<file path="src/rtl/dmem_pkg.sv">
// dmem_pkg: shared funct3 codes and controller state encoding for the data-memory path
package dmem_pkg;

    localparam logic [2:0] F3_B  = 3'b000;
    localparam logic [2:0] F3_H  = 3'b001;
    localparam logic [2:0] F3_W  = 3'b010;
    localparam logic [2:0] F3_BU = 3'b100;
    localparam logic [2:0] F3_HU = 3'b101;

    typedef enum logic [1:0] {IDLE, WAIT, DONE} state_t;

endpackage

</file>
<file path="src/rtl/dmem_load_align.sv">
// dmem_load_align: picks the byte/half lane of a word and sign- or zero-extends it
module dmem_load_align (
    input  logic [31:0] word,
    input  logic [1:0]  offset,
    input  logic [2:0]  funct3,
    output logic [31:0] data
);
    import dmem_pkg::*;

    logic [7:0]  b;
    logic [15:0] h;

    always_comb begin
        b    = word[8*offset +: 8];
        h    = offset[1] ? word[31:16] : word[15:0];
        data = (funct3 == F3_B)  ? {{24{b[7]}}, b} :
               (funct3 == F3_BU) ? {24'h0, b} :
               (funct3 == F3_H)  ? {{16{h[15]}}, h} :
               (funct3 == F3_HU) ? {16'h0, h} : word;
    end

endmodule

</file>
<file path="src/rtl/dmem_ctrl.sv">
// dmem_ctrl: MEM-stage data memory with single-cycle stores and fixed-latency,
// stall-guarded loads
module dmem_ctrl #(
    parameter int DEPTH    = 32,
    parameter int READ_LAT = 1
) (
    input  logic        clk,
    input  logic        reset,
    input  logic        i_req,
    input  logic        i_we,
    input  logic [2:0]  i_funct3,
    input  logic [31:0] i_addr,
    input  logic [31:0] i_wdata,
    output logic [31:0] o_rdata,
    output logic        o_rvalid,
    output logic        o_stall,
    output logic        o_fault
);
    import dmem_pkg::*;

    localparam int         AW       = (DEPTH > 1) ? $clog2(DEPTH) : 1;
    localparam logic [2:0] CNT_INIT = (READ_LAT > 1) ? 3'(READ_LAT - 2) : 3'd0;

    state_t      state, state_nx;
    logic [2:0]  cnt;
    logic [31:0] mem [DEPTH];
    logic [31:0] word_q, ld_val, wd;
    logic [1:0]  off_q;
    logic [2:0]  f3_q;
    logic        lf_q, sf_q;
    logic [AW-1:0] widx;
    logic [3:0]  be;
    logic        accept, fault, wr;

    assign widx   = i_addr[AW+1:2];
    assign accept = reset && i_req && (state == IDLE || state == DONE);
    assign fault  = ({2'b00, i_addr[31:2]} >= 32'(DEPTH))
                 || (i_funct3 == 3'b011) || (i_funct3[2:1] == 2'b11)
                 || (i_we && i_funct3[2])
                 || (i_funct3[1:0] == 2'b01 && i_addr[0])
                 || (i_funct3[1:0] == 2'b10 && i_addr[1:0] != 2'b00);
    assign wr     = accept && i_we && !fault;
    assign be     = (i_funct3 == F3_B) ? 4'b0001 << i_addr[1:0] :
                    (i_funct3 == F3_H) ? (i_addr[1] ? 4'b1100 : 4'b0011) : 4'b1111;
    assign wd     = (i_funct3 == F3_B) ? {4{i_wdata[7:0]}} :
                    (i_funct3 == F3_H) ? {2{i_wdata[15:0]}} : i_wdata;

    // Storage and load capture carry no reset so contents survive a reset
    always_ff @(posedge clk) begin
        if (wr)
            for (int b = 0; b < 4; b++)
                if (be[b]) mem[widx][8*b +: 8] <= wd[8*b +: 8];
        if (accept && !i_we) begin
            word_q <= mem[widx];
            off_q  <= i_addr[1:0];
            f3_q   <= i_funct3;
            lf_q   <= fault;
        end
    end

    always_ff @(posedge clk or negedge reset) begin
        if (!reset) begin
            state <= IDLE;
            cnt   <= 3'd0;
            sf_q  <= 1'b0;
        end else begin
            state <= state_nx;
            cnt   <= (accept && !i_we) ? CNT_INIT :
                     (state == WAIT && cnt != 3'd0) ? cnt - 3'd1 : cnt;
            sf_q  <= accept && i_we && fault;
        end
    end

    always_comb begin
        state_nx = state;
        if (accept && !i_we)
            state_nx = (READ_LAT == 1) ? DONE : WAIT;
        else if (state == WAIT)
            state_nx = (cnt == 3'd0) ? DONE : WAIT;
        else if (state == DONE)
            state_nx = IDLE;
    end

    dmem_load_align u_align (
        .word   (word_q),
        .offset (off_q),
        .funct3 (f3_q),
        .data   (ld_val)
    );

    always_comb begin
        o_rvalid = (state == DONE);
        o_rdata  = (state == DONE && !lf_q) ? ld_val : 32'h0;
        o_fault  = (state == DONE && lf_q) || sf_q;
        o_stall  = (accept && !i_we) || (state == WAIT);
    end

endmodule

</file>
<file path="config.mk">
export PLATFORM = sky130hd
export DESIGN_NAME = dmem_ctrl
export DESIGN_NICKNAME = d
export VERILOG_FILES = /design/src/rtl/dmem_pkg.sv /design/src/rtl/dmem_load_align.sv /design/src/rtl/dmem_ctrl.sv
export SDC_FILE = /design/constraint.sdc
export NUM_CORES = 1
export LEC_CHECK = 0
export ABC_AREA = 1
export BUFFER_PORTS_ARGS = -buffer_cell sky130_fd_sc_hd__buf_2
export CORE_MARGIN = 1.5
export CORE_UTILIZATION = 50
export DETAILED_ROUTE_END_ITERATION = 8
export PLACE_DENSITY = 0.73
export SLEW_MARGIN = 20
export SYNTH_ARGS = -nofsm -noshare
export SYNTH_HDL_FRONTEND = slang
export SYNTH_SLANG_ARGS = --single-unit
</file>
<file path="constraint.sdc">
create_clock -name clk -period 2.7 [get_ports clk]
set_input_delay 0.27 -clock clk [delete_from_list [all_inputs] [get_ports clk]]
set_output_delay 0.27 -clock clk [all_outputs]
set_load 0.02 [all_outputs]
</file>
==> results.cfg <==
[die]
num_rows = 108
die_height_microns = 300
fp.dieW_microns = 300
die_area_sq_um = 90300
start_util_pct = 50.8
core_sq_um = 87200
pin_count = 106

[sta]
slew_headroom_pct = 28.3
timing.setup.tns_ns = 0
fin_hold_ws_ns = 0.0235
final-setup-viol-count = 0
min_period_ns = 2.66
worst_slew_pin_slew_ns = 1.08
slew_violations = 0
max_freq_ghz = 0.376
post-route-period-util_pct = 98.4
rsz0062_at_grt = yes
hold_viol = 0
fin_worst_skew_ns = 0.0328
layout_setup_ws_ns = 0.0437

[power_and_ir_drop]
leakage_nw = 19.5
internal_power_mw = 27.6
p_per_area_nw_per_um2 = 701
pwr-share-clk_pct = 41.9
switchingPower_mw = 7.84
switching_share_pct = 22.1
seqPwrFrac_pct = 52.0
finalPower_mw = 35.4
power.share.combinational_pct = 6.1
vdd.ir_drop.worst_mv = 0.595

[routing]
drt.antenna.violating_nets = 0
via_count = 30700
route.final.wire_length_mm = 121
wire_per_inst_microns = 22.2
dr.pass1.iters = 6
drc = 0
drtIter0Drc = 3917
via_per_inst = 5.62

[clock_network]
cts.sinks = 1068
root_buffer = clkbuf_16
clk_latency_ns = 0.68
path_clk_slew_ns = 0.06
cts_buffers = 106
clockBufferDepth = 3
h-tree-depth = 3
cts_tree = built

[synthesis]
ys_seq_area_share_pct = 72.4
synthCells = 4002
yosys_warnings = 0
ys_types = 29
syn_area_sq_um = 44200
postSynthAreaPerCell_sq_um = 11.1
synth_nets = 4075
ys_ff_latch = 1068

[layout]
syn2layout_area_growth_pct = 14.1
final_core_util_pct = 57.9
instances_no_fill = 5470
stdcell_area_sq_um = 50500
seq_area_sq_um = 32000
final_nets = 4299
fill_cells = 6938
multi_input_area_sq_um = 10900
layout-drive-gt1-share_pct = 11.6

[placed_design]
numPortBuffers = 105
placed_area_sq_um = 46800
place.gp.congestion = 0.901
pre_cts_slack_ns = 0.186
dp_hpwl_mm = 77.3
dp.cells = 5255

[global_route]
overflow = 0
grt_max_degree = 122
antenna_found_initial = 7
grt_pass1_vias = 29200
grt.total_usage_pct = 26.8
grt_pass1_wl_mm = 180

[run]
drv_cap = 0

[run_status]
outcome = finished, final reports clean

[worst_setup_path]
endpoint_kind = output pin
startpoint_type = register
cp.required_ns = 2.43
arrival_ns = 2.39
crit_type = reg -> out
crit_fanout = 6

[min_path]
hold_class = in -> reg
## cell families after synthesis
kind of cell | share of synthesized area, %
simple gates | 21.0
flops | 72.4
compound gates | 3.42
buf+inv | 3.13
fa+ha+maj | 0.0566
## cells in the mapped netlist
cell type  count  area [sq um]
nand2_2        1          6.26
o211ai_1       3          22.5
inv_1         73           274
nor2_2         4          25.0
a21o_1         1          7.51
nor2_4         5          56.3
nor3_4         8           130
buf_6         13           146
o22ai_1        2          12.5
o21a_1         2          15.0
clkbuf_1      17          63.8
nand2_1     1888          7090
nor2_1       266           998
o21ai_1       84           420
o21ai_0       91           455
nor3_1         1          5.00
buf_4         10          75.1
buf_2        148           741
nand4_1        3          18.8
ha_1           2          25.0
dfrtp_1        6           150
a21oi_1      116           581
inv_4          3          18.8
nand4_4        4          85.1
buf_1          6          22.5
inv_2          6          22.5
clkbuf_2       4          20.0
nand3_1      173           866
edfxtp_1    1062         31900
## layout by cell type, fill, tap and decap left out, types with 6 or more instances in the layout
| master | count |
|---|---|
| nor3_4 | 8 |
| clkinv_2 | 20 |
| clkinv_1 | 30 |
| clkinvlp_4 | 6 |
| nand3_1 | 173 |
| edfxtp_1 | 1062 |
| nand2_1 | 1886 |
| bufinv_16 | 15 |
| clkbuf_16 | 107 |
| a21oi_1 | 116 |
| buf_2 | 104 |
| o21ai_2 | 10 |
| o21ai_0 | 77 |
| nor2_4 | 6 |
| buf_4 | 184 |
| o21ai_1 | 88 |
| dlygate4sd3_1 | 9 |
| nor2_1 | 266 |
| dfrtp_1 | 6 |
| buf_12 | 13 |
| inv_1 | 72 |
| clkbuf_1 | 14 |
## area by class of cell
class	count	share of cell area (%)
Tap cell	1155	2.86
Timing Repair inverter	1	0.0149
Timing Repair Buffer	312	4.51
Sequential cell	1068	63.4
Clock buffer	121	5.41
Clock inverter	74	1.52
Inverter	82	0.667
Multi-Input combinational cell	2655	21.6
Antenna cell	2	0.00991
## routing by layer
| layer | routed length [microns] | vias up | share of wire [%] | global-route usage [%] |
|---|---|---|---|---|
| met1 | 46600 | 14700 | 38 | 37.0 |
| met2 | 56000 | 1794 | 46 | 41.7 |
| met5 | 72 | - | 0.059 | 0 |
| met4 | 4160 | 10 | 3.4 | 10.0 |
| li1 | - | 13900 | - | - |
| met3 | 14400 | 272 | 12 | 6.36 |
## worst paths after layout
check / start / endpoint / slack (ns) / cells after the start
setup / recovery: f3_q[1] / o_rdata[30] / 0.04 / 8
hold / removal: i_wdata[2] / mem[9][2] / 0.02 / 1
setup reg to reg: state[0] / mem[7][3] / 0.21 / 6
hold reg to reg: state[0] / state[1] / 0.52 / 2
max in group asynchronous: reset / cnt[2] / 2.51 / 3
min in group asynchronous: reset / state[1] / 0.07 / 3
## critical path: stages, from the launching register on
cell,delay [ns]
edfxtp_1,0.48
buf_4,0.19
nor2_4,0.24
buf_2,0.22
nor2_1,0.07
o21ai_0,0.20
inv_1,0.07
nor2_1,0.08
buf_2,0.17
## timing repair
item | in CTS | in global routing
cloned | 0 | 3
hold buffers | 9 | 0
endpoints found under the hold margin | 13 | 0
pin swaps | 1 | 2
buffers inserted | 3 | 3
gates resized for setup | 1 | 11
setup endpoints to repair | 31 | 19
## power by group through the flow
stage / combinational [mW] / clock [mW] / sequential, mW
after floorplan: 1.12 / 0 / 18.8
after global placement: 2.05 / 0 / 18.8
after detailed placement: 2.08 / 0 / 18.8
after CTS: 2.11 / 14.9 / 18.4
after global routing: 2.31 / 15.6 / 18.4
final: 2.16 / 14.8 / 18.4
## state kept, by name (all words and copies together), names as in the netlist
name and flops:
off_q 2, mem 1024, sf_q 1, lf_q 1, cnt 3, f3_q 3, state 2, word_q 32
No activity file was read; power rests on OpenSTA's default activity.
